## src/rtl/div_pkg.sv

```systemverilog
// Shared definitions for the sequential signed divider.
//   div_state_e        : divider FSM states (IDLE, CALC, FIXUP, DONE)
//   DIV_WIDTH_DEFAULT  : default operand/result width
//   cnt_w()            : width of the bit-position counter for a given operand width
package div_pkg;

  typedef enum logic [1:0] {
    IDLE  = 2'd0,
    CALC  = 2'd1,
    FIXUP = 2'd2,
    DONE  = 2'd3
  } div_state_e;

  localparam int DIV_WIDTH_DEFAULT = 8;

  // Counter must hold WIDTH-1 down to 0.
  function automatic int cnt_w(input int width);
    return $clog2(width);
  endfunction

endpackage

```

## src/rtl/div_restore_step.sv

```systemverilog
// One combinational step of restoring division on unsigned magnitudes.
// Ports:
//   rem_in       [WIDTH:0]   partial remainder before this step
//   divisor_mag  [WIDTH-1:0] divisor magnitude
//   dividend_bit             next dividend bit, MSB first
//   rem_out      [WIDTH:0]   partial remainder after this step
//   qbit                     quotient bit produced by this step
module div_restore_step #(
  parameter int WIDTH = 8
) (
  input  logic [WIDTH:0]   rem_in,
  input  logic [WIDTH-1:0] divisor_mag,
  input  logic             dividend_bit,
  output logic [WIDTH:0]   rem_out,
  output logic             qbit
);

  // One extra bit so the shifted value never loses its MSB before the compare.
  logic [WIDTH+1:0] shifted_s;
  logic [WIDTH+1:0] diff_s;

  assign shifted_s = {rem_in, dividend_bit};
  assign diff_s    = shifted_s - {2'b00, divisor_mag};

  // Subtract the divisor only when it fits; otherwise keep the shifted remainder.
  always_comb begin
    rem_out = shifted_s[WIDTH:0];
    qbit    = 1'b0;
    if (shifted_s >= {2'b00, divisor_mag}) begin
      rem_out = diff_s[WIDTH:0];
      qbit    = 1'b1;
    end else begin
      rem_out = shifted_s[WIDTH:0];
      qbit    = 1'b0;
    end
  end

endmodule

```

## src/rtl/seq_signed_divider.sv

```systemverilog
// Iterative signed integer divider: one quotient bit per clock using restoring
// division on operand magnitudes, then a single sign-fixup cycle.
// Quotient truncates toward zero; remainder takes the sign of the dividend.
// Divide by zero returns quotient = all ones, remainder = dividend.
// Optional feature macro: DIV_BY_ZERO_FLAG_EN
//   defined     -> div_by_zero port present; a zero divisor bypasses CALC
//   not defined -> no div_by_zero port; a zero divisor runs the full iteration
// Ports:
//   clk, rst_n            clock and synchronous active-low reset
//   in_valid / in_ready   operand handshake (in_ready high only in IDLE)
//   dividend, divisor     signed operands, latched at accept
//   out_valid / out_ready result handshake, results held until accepted
//   quotient, remainder   signed results
//   div_by_zero           zero-divisor flag, valid with out_valid (feature build)
module seq_signed_divider
  import div_pkg::*;
#(
  parameter int WIDTH = DIV_WIDTH_DEFAULT
) (
  input  logic             clk,
  input  logic             rst_n,
  input  logic             in_valid,
  output logic             in_ready,
  input  logic [WIDTH-1:0] dividend,
  input  logic [WIDTH-1:0] divisor,
  output logic             out_valid,
  input  logic             out_ready,
  output logic [WIDTH-1:0] quotient,
  output logic [WIDTH-1:0] remainder
`ifdef DIV_BY_ZERO_FLAG_EN
  ,
  output logic             div_by_zero
`endif
);

  localparam int CW = cnt_w(WIDTH);

  // Two's complement magnitude; |-2^(W-1)| = 2^(W-1) still fits as unsigned.
  function automatic logic [WIDTH-1:0] mag(input logic [WIDTH-1:0] v);
    return v[WIDTH-1] ? (~v + WIDTH'(1)) : v;
  endfunction

  div_state_e       state_r;
  div_state_e       state_s;
  logic [CW-1:0]    cnt_r;
  logic [WIDTH-1:0] a_mag_r;
  logic [WIDTH-1:0] b_mag_r;
  logic [WIDTH:0]   rem_r;
  logic [WIDTH-1:0] q_r;
  logic             neg_q_r;
  logic             neg_r_r;
  logic [WIDTH-1:0] quotient_r;
  logic [WIDTH-1:0] remainder_r;
  logic             out_valid_r;
  logic [WIDTH:0]   rem_step_s;
  logic             qbit_s;
  logic             accept_s;
  logic             zero_div_s;

`ifdef DIV_BY_ZERO_FLAG_EN
  logic             dbz_r;
  logic             div_by_zero_r;
`endif

  assign in_ready   = (state_r == IDLE);
  assign accept_s   = in_valid && (state_r == IDLE);
  assign zero_div_s = (divisor == {WIDTH{1'b0}});

  div_restore_step #(
    .WIDTH (WIDTH)
  ) u_step (
    .rem_in       (rem_r),
    .divisor_mag  (b_mag_r),
    .dividend_bit (a_mag_r[cnt_r]),
    .rem_out      (rem_step_s),
    .qbit         (qbit_s)
  );

  // FSM state register.
  always_ff @(posedge clk) begin
    if (!rst_n) begin
      state_r <= IDLE;
    end else begin
      state_r <= state_s;
    end
  end

  // FSM next-state logic.
  always_comb begin
    state_s = state_r;
    case (state_r)
      IDLE: begin
        if (in_valid) begin
`ifdef DIV_BY_ZERO_FLAG_EN
          if (zero_div_s) begin
            state_s = FIXUP;
          end else begin
            state_s = CALC;
          end
`else
          state_s = CALC;
`endif
        end else begin
          state_s = IDLE;
        end
      end
      CALC: begin
        if (cnt_r == CW'(0)) begin
          state_s = FIXUP;
        end else begin
          state_s = CALC;
        end
      end
      FIXUP: begin
        state_s = DONE;
      end
      DONE: begin
        if (out_ready) begin
          state_s = IDLE;
        end else begin
          state_s = DONE;
        end
      end
      default: begin
        state_s = IDLE;
      end
    endcase
  end

  // Datapath: operand capture, iteration, sign fixup and result registers.
  always_ff @(posedge clk) begin
    if (!rst_n) begin
      cnt_r       <= CW'(0);
      a_mag_r     <= {WIDTH{1'b0}};
      b_mag_r     <= {WIDTH{1'b0}};
      rem_r       <= {(WIDTH+1){1'b0}};
      q_r         <= {WIDTH{1'b0}};
      neg_q_r     <= 1'b0;
      neg_r_r     <= 1'b0;
      quotient_r  <= {WIDTH{1'b0}};
      remainder_r <= {WIDTH{1'b0}};
      out_valid_r <= 1'b0;
`ifdef DIV_BY_ZERO_FLAG_EN
      dbz_r         <= 1'b0;
      div_by_zero_r <= 1'b0;
`endif
    end else begin
      case (state_r)
        IDLE: begin
          if (accept_s) begin
            a_mag_r <= mag(dividend);
            b_mag_r <= mag(divisor);
            // A zero divisor keeps the all-ones quotient unsigned regardless of
            // the dividend sign; only the remainder follows the dividend.
            neg_q_r <= (dividend[WIDTH-1] ^ divisor[WIDTH-1]) && !zero_div_s;
            neg_r_r <= dividend[WIDTH-1];
            cnt_r   <= CW'(WIDTH-1);
`ifdef DIV_BY_ZERO_FLAG_EN
            dbz_r <= zero_div_s;
            if (zero_div_s) begin
              q_r   <= {WIDTH{1'b1}};
              rem_r <= {1'b0, mag(dividend)};
            end else begin
              q_r   <= {WIDTH{1'b0}};
              rem_r <= {(WIDTH+1){1'b0}};
            end
`else
            q_r   <= {WIDTH{1'b0}};
            rem_r <= {(WIDTH+1){1'b0}};
`endif
          end else begin
            cnt_r <= cnt_r;
          end
        end
        CALC: begin
          rem_r        <= rem_step_s;
          q_r[cnt_r]   <= qbit_s;
          if (cnt_r != CW'(0)) begin
            cnt_r <= cnt_r - CW'(1);
          end else begin
            cnt_r <= cnt_r;
          end
        end
        FIXUP: begin
          quotient_r  <= neg_q_r ? (~q_r + WIDTH'(1)) : q_r;
          remainder_r <= neg_r_r ? (~rem_r[WIDTH-1:0] + WIDTH'(1)) : rem_r[WIDTH-1:0];
          out_valid_r <= 1'b1;
`ifdef DIV_BY_ZERO_FLAG_EN
          div_by_zero_r <= dbz_r;
`endif
        end
        DONE: begin
          if (out_ready) begin
            out_valid_r <= 1'b0;
          end else begin
            out_valid_r <= 1'b1;
          end
        end
        default: begin
          out_valid_r <= 1'b0;
        end
      endcase
    end
  end

  assign out_valid = out_valid_r;
  assign quotient  = quotient_r;
  assign remainder = remainder_r;
`ifdef DIV_BY_ZERO_FLAG_EN
  assign div_by_zero = div_by_zero_r;
`endif

endmodule

```

## config.mk

```make
export PLATFORM = sky130hd
export DESIGN_NAME = seq_signed_divider
export DESIGN_NICKNAME = d
export VERILOG_FILES = /design/src/rtl/div_pkg.sv /design/src/rtl/div_restore_step.sv /design/src/rtl/seq_signed_divider.sv
export SDC_FILE = /design/constraint.sdc
export NUM_CORES = 1
export LEC_CHECK = 0
export CORE_ASPECT_RATIO = 0.5
export CORE_MARGIN = 2
export CORE_UTILIZATION = 51
export DETAILED_ROUTE_END_ITERATION = 7
export HOLD_SLACK_MARGIN = 0.05
export PLACE_DENSITY_LB_ADDON = 0.3
export SYNTH_ARGS = -nofsm -noshare
export SYNTH_HDL_FRONTEND = slang
export SYNTH_SLANG_ARGS = --single-unit
```

## constraint.sdc

```tcl
create_clock -name clk -period 2.7 [get_ports clk]
set_clock_uncertainty 0.1 [all_clocks]
set_input_delay 0.675 -clock clk [delete_from_list [all_inputs] [get_ports clk]]
set_output_delay 0.675 -clock clk [all_outputs]
set_load 0.05 [all_outputs]
```

== Word-level counts from Yosys, hierarchy flattened ==
Index checks and enable logic that the tools add are counted.
Cells by class
  $add $sub $neg: 6
  order comparisons: 3
  equality and inequality tests: 5
  muxes and demuxes: 24
  bitwise operators: 5
  reduce and logical (&&, ||, !) cells: 13
Operator list (number)
  2-to-1 mux 8 bit: 5
  adder 8 x 1 -> 8 bit, second input constant: 4
  inverter 8 bit: 4
  2-to-1 mux 9 bit: 2
  one-hot mux 9 bit (2 select lines): 1
  one-hot mux 8 bit (2 select lines): 1
  >= comparator 10 x 8 -> 1 bit: 1
  subtractor 9 x 8 -> 9 bit: 1
  bitwise mux 8 bit: 1
  zero test 8 bit: 1
  one-hot mux 2 bit (4 select lines): 1
  2-to-1 mux 3 bit: 2
  one-hot mux 3 bit (2 select lines): 1
  2-to-1 mux 1 bit: 5
  == test 2 bit, second input constant: 2
  less-than comparator 3 x 4 -> 1 bit, second input constant: 1
  2-to-1 mux 2 bit: 2
  AND reduction 2 bit: 2
  nonzero test 2 bit: 2
  binary-select mux 1 bit (select 3 bit): 1
  demux 1 bit (select 3 bit): 1
  >= comparator 3 x 1 -> 1 bit, second input constant: 1
  logical AND 1 bit: 3
  zero test 3 bit: 1
  other kinds (10): 10
Word-level totals
  flip-flop bits (word level): 57
  input port bits: 20
  logic and storage cells: 67

== Depth between registers and ports, before layout ==
  depth after elaboration: 6
  depth in mapped cells: 13
  depth with buffers taken out: 11

== By module ==
Synthesis repeated with hierarchy kept, for this count alone.
Second synthesis, totals
  cells, all modules: 421
  area total of the unflattened synthesis: 3413.3 um^2
By module, submodules not included
  seq_signed_divider: instances 1, cells each 346, area an instance 2890.3 um^2, sequential area each 1141.1 um^2
  div_restore_step: instances 1, cells each 75, area an instance 523.0 um^2, sequential area each 0.0 um^2

== Worst setup path before layout ==
Ideal clock, no wire load.
  path type: reg2reg
  from: register cnt_r[0]
  to: register q_r[3]
  library setup time: 0.125 ns
  data arrival time: 2.454 ns
  data required time: 2.475 ns
  slack: 0.021 ns
  cell stages (with the launch flop): 14
  buffers on the path: 2
  period minus slack after synthesis: 2.679 ns
  path through: dfxtp_1 > buf_2 > and4b_1 > a31oi_1 > and4b_1 > ha_1 > inv_1 > fa_1 > nand3_1 > a31oi_1 > or3_1 > buf_6 > nor3_1 > nor3_1
Between the ends
  word-level cells in the longest chain between the ends: 6
  elaborated cells between the ends (all ways): 11
RTL lines
  from (decl): RTL line seq_signed_divider.sv:45  | logic [CW-1:0] cnt_r;
  from (signal assigned): RTL line seq_signed_divider.sv:157  | cnt_r <= CW'(WIDTH-1);
  from (signal assigned): RTL line seq_signed_divider.sv:172  | cnt_r <= cnt_r;
  from (signal assigned): RTL line seq_signed_divider.sv:179  | cnt_r <= cnt_r - CW'(1);
  binary-select mux 1 bit (select 3 bit) (tied with other cells): RTL line seq_signed_divider.sv:74  | .dividend_bit (a_mag_r[cnt_r]),
  2-to-1 mux 1 bit (not written as such) or logical AND 1 bit (tied branches): RTL line seq_signed_divider.sv:74, seq_signed_divider.sv:177
  >= comparator 10 x 8 -> 1 bit or 2-to-1 mux 1 bit (tied branches): RTL line div_restore_step.sv:29, seq_signed_divider.sv:177
  2-to-1 mux 1 bit or demux 1 bit (select 3 bit) (tied branches): RTL line div_restore_step.sv:29, seq_signed_divider.sv:177
  bitwise mux 8 bit *: RTL line seq_signed_divider.sv:177  | q_r[cnt_r] <= qbit_s;
  one-hot mux 8 bit (2 select lines) *: RTL line seq_signed_divider.sv:148  | case (state_r)
  to (signal assigned): RTL line seq_signed_divider.sv:137  | q_r <= {WIDTH{1'b0}};
  to (signal assigned): RTL line seq_signed_divider.sv:168  | q_r <= {WIDTH{1'b0}};
  to (signal, indexed assignment): RTL line seq_signed_divider.sv:177
  to (decl): RTL line seq_signed_divider.sv:49  | logic [WIDTH-1:0] q_r;
Every way passes the cells marked *; elsewhere a longest branch is shown, timed or not. The select of a mux whose other input is x is not followed.
A chain may end at the register's enable or synchronous reset.

== Worst setup path in the final report ==
Same ends and word-level chain as after synthesis.

==> impl_summary.log <==
[metrics] outcome: finished, final reports clean
[metrics] Net Sw Frac: 39.4%
[metrics] Most used DFF post-synth: dfxtp_1
[metrics] wirelength, routed: 7670 µm
[metrics] cells along the critical path: and4b_1 > a31oi_1 > and4b_1 > ha_2 > inv_2 > fa_2 > nand3_4 > a31oi_4 > or3_4 > nor3_2 > nor3_1
[metrics] Residual DRC: 0
[metrics] sort of element at the start of the critical path: flop
[metrics] cell area after technology mapping: 0.00320 mm²
[metrics] Syn Nets: 424
[metrics] data required time at the worst endpoint: 2.80 ns
[metrics] cell repeated most along the worst path: and4b_1
[metrics] share of cells above drive strength 1: 13.1%
[metrics] number of cells produced by synthesis: 389
[metrics] Distinct cells, synth: 48
[metrics] Max rail drop VDD: 0.000413 V
[metrics] endpoints failing hold: 0
[metrics] number of nets in the layout: 473
[metrics] Reg2Reg Depth: 11
[metrics] number of enable-type register cells in the synthesized netlist: 0
[metrics] critical path capture point type: flop
[metrics] clock-pin slew of the registers on the worst-case setup and hold paths: 0.05 ns
[metrics] fin area: 0.00413 mm²
[metrics] P_sw: 1.68 mW
[metrics] internal power component: 2.58 mW
[metrics] startpoint of the most critical register-to-register path: cnt_r[0]
[metrics] placeable core region: 0.00606 mm²
[metrics] vias after detailed routing: 3009
[metrics] Die H: 60.0 µm
[metrics] Buffers & Inverters on Critical Path: 1
[metrics] maximum number of pins on one net before global-route repair: 31
[metrics] setup repair after global routing missed its margin: yes
[metrics] clock sink count: 57
[metrics] sequential-to-total area share from yosys stat: 35.6%
[metrics] initial DRC count: 248
[metrics] commonest cells in the synthesized netlist: dfxtp_1, nor2_1, nand2_1, a21oi_1, a211oi_1
[metrics] maximum root-to-sink buffer count: 2
[metrics] mean number of vias per cell: 5.67
[metrics] maxcap violations: 0
[metrics] grt total ovfl: 0
[metrics] worst setup slack after layout: 0.000419 ns
[metrics] static power due to leakage: 1.55 nW
[metrics] Setup-failing EPs final: 0
[metrics] min-delay worst type: reg -> reg
[metrics] first-pass GRT wire length: 13100 µm
[metrics] gate family responsible for the most delay along the worst path: simple AND/OR/NAND/NOR gates
[metrics] Achievable Freq: 0.370 GHz
[metrics] endpoint of the worst-slack reg-to-reg timing path: q_r[3]
[metrics] Final Wtd Congestion: 0.900
[metrics] CP Data Arrival Time: 2.80 ns
[metrics] clock buffer count from CTS: 9
[metrics] DIE AREA: 0.00697 mm²
[metrics] most frequently used cell type in the post-synthesis netlist: dfxtp_1
[metrics] setup slack on the worst flop-to-flop path: 0.0004 ns
[metrics] Min Clock Period, post-route: 2.70 ns
[metrics] fraction of registers with async set or reset after synthesis: 0%
[metrics] part of the total power dissipated in the clock network: 26.1%
[metrics] via count of the first global-routing pass: 2789
[metrics] initial core utilization: 52.9%
[metrics] yosys warns: 0
[metrics] critical path start-end classification: reg -> reg
[metrics] post-detailed-placement half-perimeter wirelength: 5750 µm
[metrics] Worst Path Max Fanout: 8
[metrics] relative max-transition margin: 66.7%
[metrics] power density over the cells: 1030 mW/mm²
[metrics] Overall Power: 4.26 mW
[metrics] master cell of the clock root buffer: clkbuf_16
[metrics] area growth from synthesis to final layout: 28.9%
[metrics] clock tree from TritonCTS: yes
[metrics] critical path startpoint: cnt_r[0]
[metrics] Critical Path Stages: 11
[metrics] worst hold slack after final layout: 0.362 ns
[metrics] share of the synthesized area in the top cell type: 35.6%
[metrics] Setup Slack @ Placement: -0.249 ns
[metrics] clock latency on the worst-skew pair: 0.32 ns
[metrics] max-slew violations: 0
[metrics] Cell Rows: 20
[metrics] worst-path cell with the longest stage delay: or3_4
[metrics] WL/cell: 14.4 µm
[metrics] Synth Area per Inst: 8.23 µm²
[metrics] input/output buffers: 37
[metrics] antenna fix cells: 0
[metrics] flop and latch count out of synthesis: 57
[metrics] overall track demand over capacity in global routing: 24.1%
[metrics] fill cell count: 481
[metrics] Period Utilization, post-route: 100%
[metrics] share of power burned in registers: 26.6%
[metrics] CTS HTree Levels: 3
[metrics] combinational cell fraction of total power: 47.4%
[metrics] slew at the pin with the worst max-slew slack: 0.498 ns
[metrics] fraction of the core area covered by cells at the end of the flow: 68.2%
[metrics] main area contributors after synthesis: dfxtp_1, a211oi_1, nor2_1
[metrics] number of top-level pins: 38
[metrics] antenna viol nets, final: 0
[metrics] Placed Area: 0.00373 mm²
[metrics] number of antenna violations at the first check in global routing: 0
[metrics] 1st-pass router iterations: 5
[metrics] die boundary width: 116 µm
[metrics] library cell occupying the most area in the post-synthesis netlist: dfxtp_1
[metrics] Worst setup endpoint: q_r[3]
[metrics] delay of the slowest critical-path stage: 0.41 ns
[logic make-up (layout without fill, tap and decap cells)]
group / Yosys count / in the layout / share of synthesized area [%]
compound gates: 104 / 104 / 22.1
xor+xnor: 27 / 27 / 7.38
simple gates: 128 / 129 / 18.8
mux: 14 / 14 / 4.41
fa+ha+maj: 15 / 15 / 6.09
buf+inv: 44 / 97 / 5.66
flops: 57 / 57 / 35.6
[layout make-up]
| type | instances | area [µm²] | share of cell area (%) |
|---|---|---|---|
| Clock inverter | 5 | 55.1 | 1.33 |
| Sequential cell | 57 | 1150 | 27.8 |
| Timing Repair Buffer | 58 | 528 | 12.8 |
| Inverter | 23 | 86.3 | 2.09 |
| Multi-Input combinational cell | 289 | 1960 | 47.5 |
| Clock buffer | 11 | 243 | 5.88 |
| Tap cell | 88 | 110 | 2.67 |
[cells in the final DEF, fill, tap and decap left out, drive strengths merged, types with 4 or more instances in the layout]
master         netlist  routed
a21oi               26      26
dfxtp               57      57
nor3                10      10
nor2b                8       8
a311oi               5       5
nand2b               5       5
or3                  5       6
xnor2               10      10
nand2               31      31
a31oi                5       5
a211oi              26      26
xor2                17      17
buf                  9      21
clkdlybuf4s50        0      37
nand3                7       7
mux2i               13      13
ha                  14      14
inv                 22      22
o21ai               16      16
nand4                4       4
clkbuf              12      11
nor2                48      48
o31ai               10      10
[flip-flops by register name, summed over array words and instances (netlist names), 2 cells and up]
name,cells
cnt_r,3
remainder,8
b_mag_r,8
state_r,2
a_mag_r,8
quotient,8
rem_r,9
q_r,8
[power groups by stage]
stage	clock (mW)	sequential (mW)	combinational [mW]
after CTS	1.12	1.12	1.90
after floorplan	0	1.16	1.24
after global placement	0	1.13	1.72
after global routing	1.16	1.15	2.19
final	1.11	1.13	2.02
after detailed placement	0	1.14	1.76
[how the worst min path moves through the flow]
stage | endpoint | start | depth (start not counted)
4_1_cts | a_mag_r[7] | a_mag_r[7] | 2
3_3_place_gp | a_mag_r[6] | a_mag_r[6] | 2
5_1_grt | a_mag_r[7] | a_mag_r[7] | 2
2_1_floorplan | a_mag_r[6] | a_mag_r[6] | 2
6_report | a_mag_r[7] | a_mag_r[7] | 2
3_5_place_dp | a_mag_r[7] | a_mag_r[7] | 2
[through the flow]
stage,instances,TNS (ns)
4_1_cts,530,-0.0249
2_1_floorplan,389,0
3_3_place_gp,512,-0.389
5_1_grt,531,-0.405
6_report,531,0
3_5_place_dp,512,-2.00
[worst register-to-register path, cell delays in order, from the launching register on]
cell	delay, ns
dfxtp_4	0.38
and4b_1	0.20
a31oi_1	0.17
and4b_1	0.26
ha_2	0.20
inv_2	0.04
fa_2	0.36
nand3_4	0.09
a31oi_4	0.10
or3_4	0.41
nor3_2	0.20
nor3_1	0.07
[layer usage]
metal  vias up  global-route usage, %  share of wire, %  wire length [µm]
li1       1494                      -                 -                 -
met1      1390                   33.6                49              3760
met2       116                   38.2                44              3340
met3         9                   4.87               6.7               512
met4         0                   6.97              0.81                62
met5         -                      0                 0                 0
[what timing repair did]
item / CTS / global route
cloned: 1 / 0
setup buffers: 1 / 1
setup endpoints to repair: 14 / 12
gates resized for setup: 10 / 11
hold buffers: 0 / 0
pin swaps: 2 / 7
Note: power is estimated with default switching activity, not from simulation.
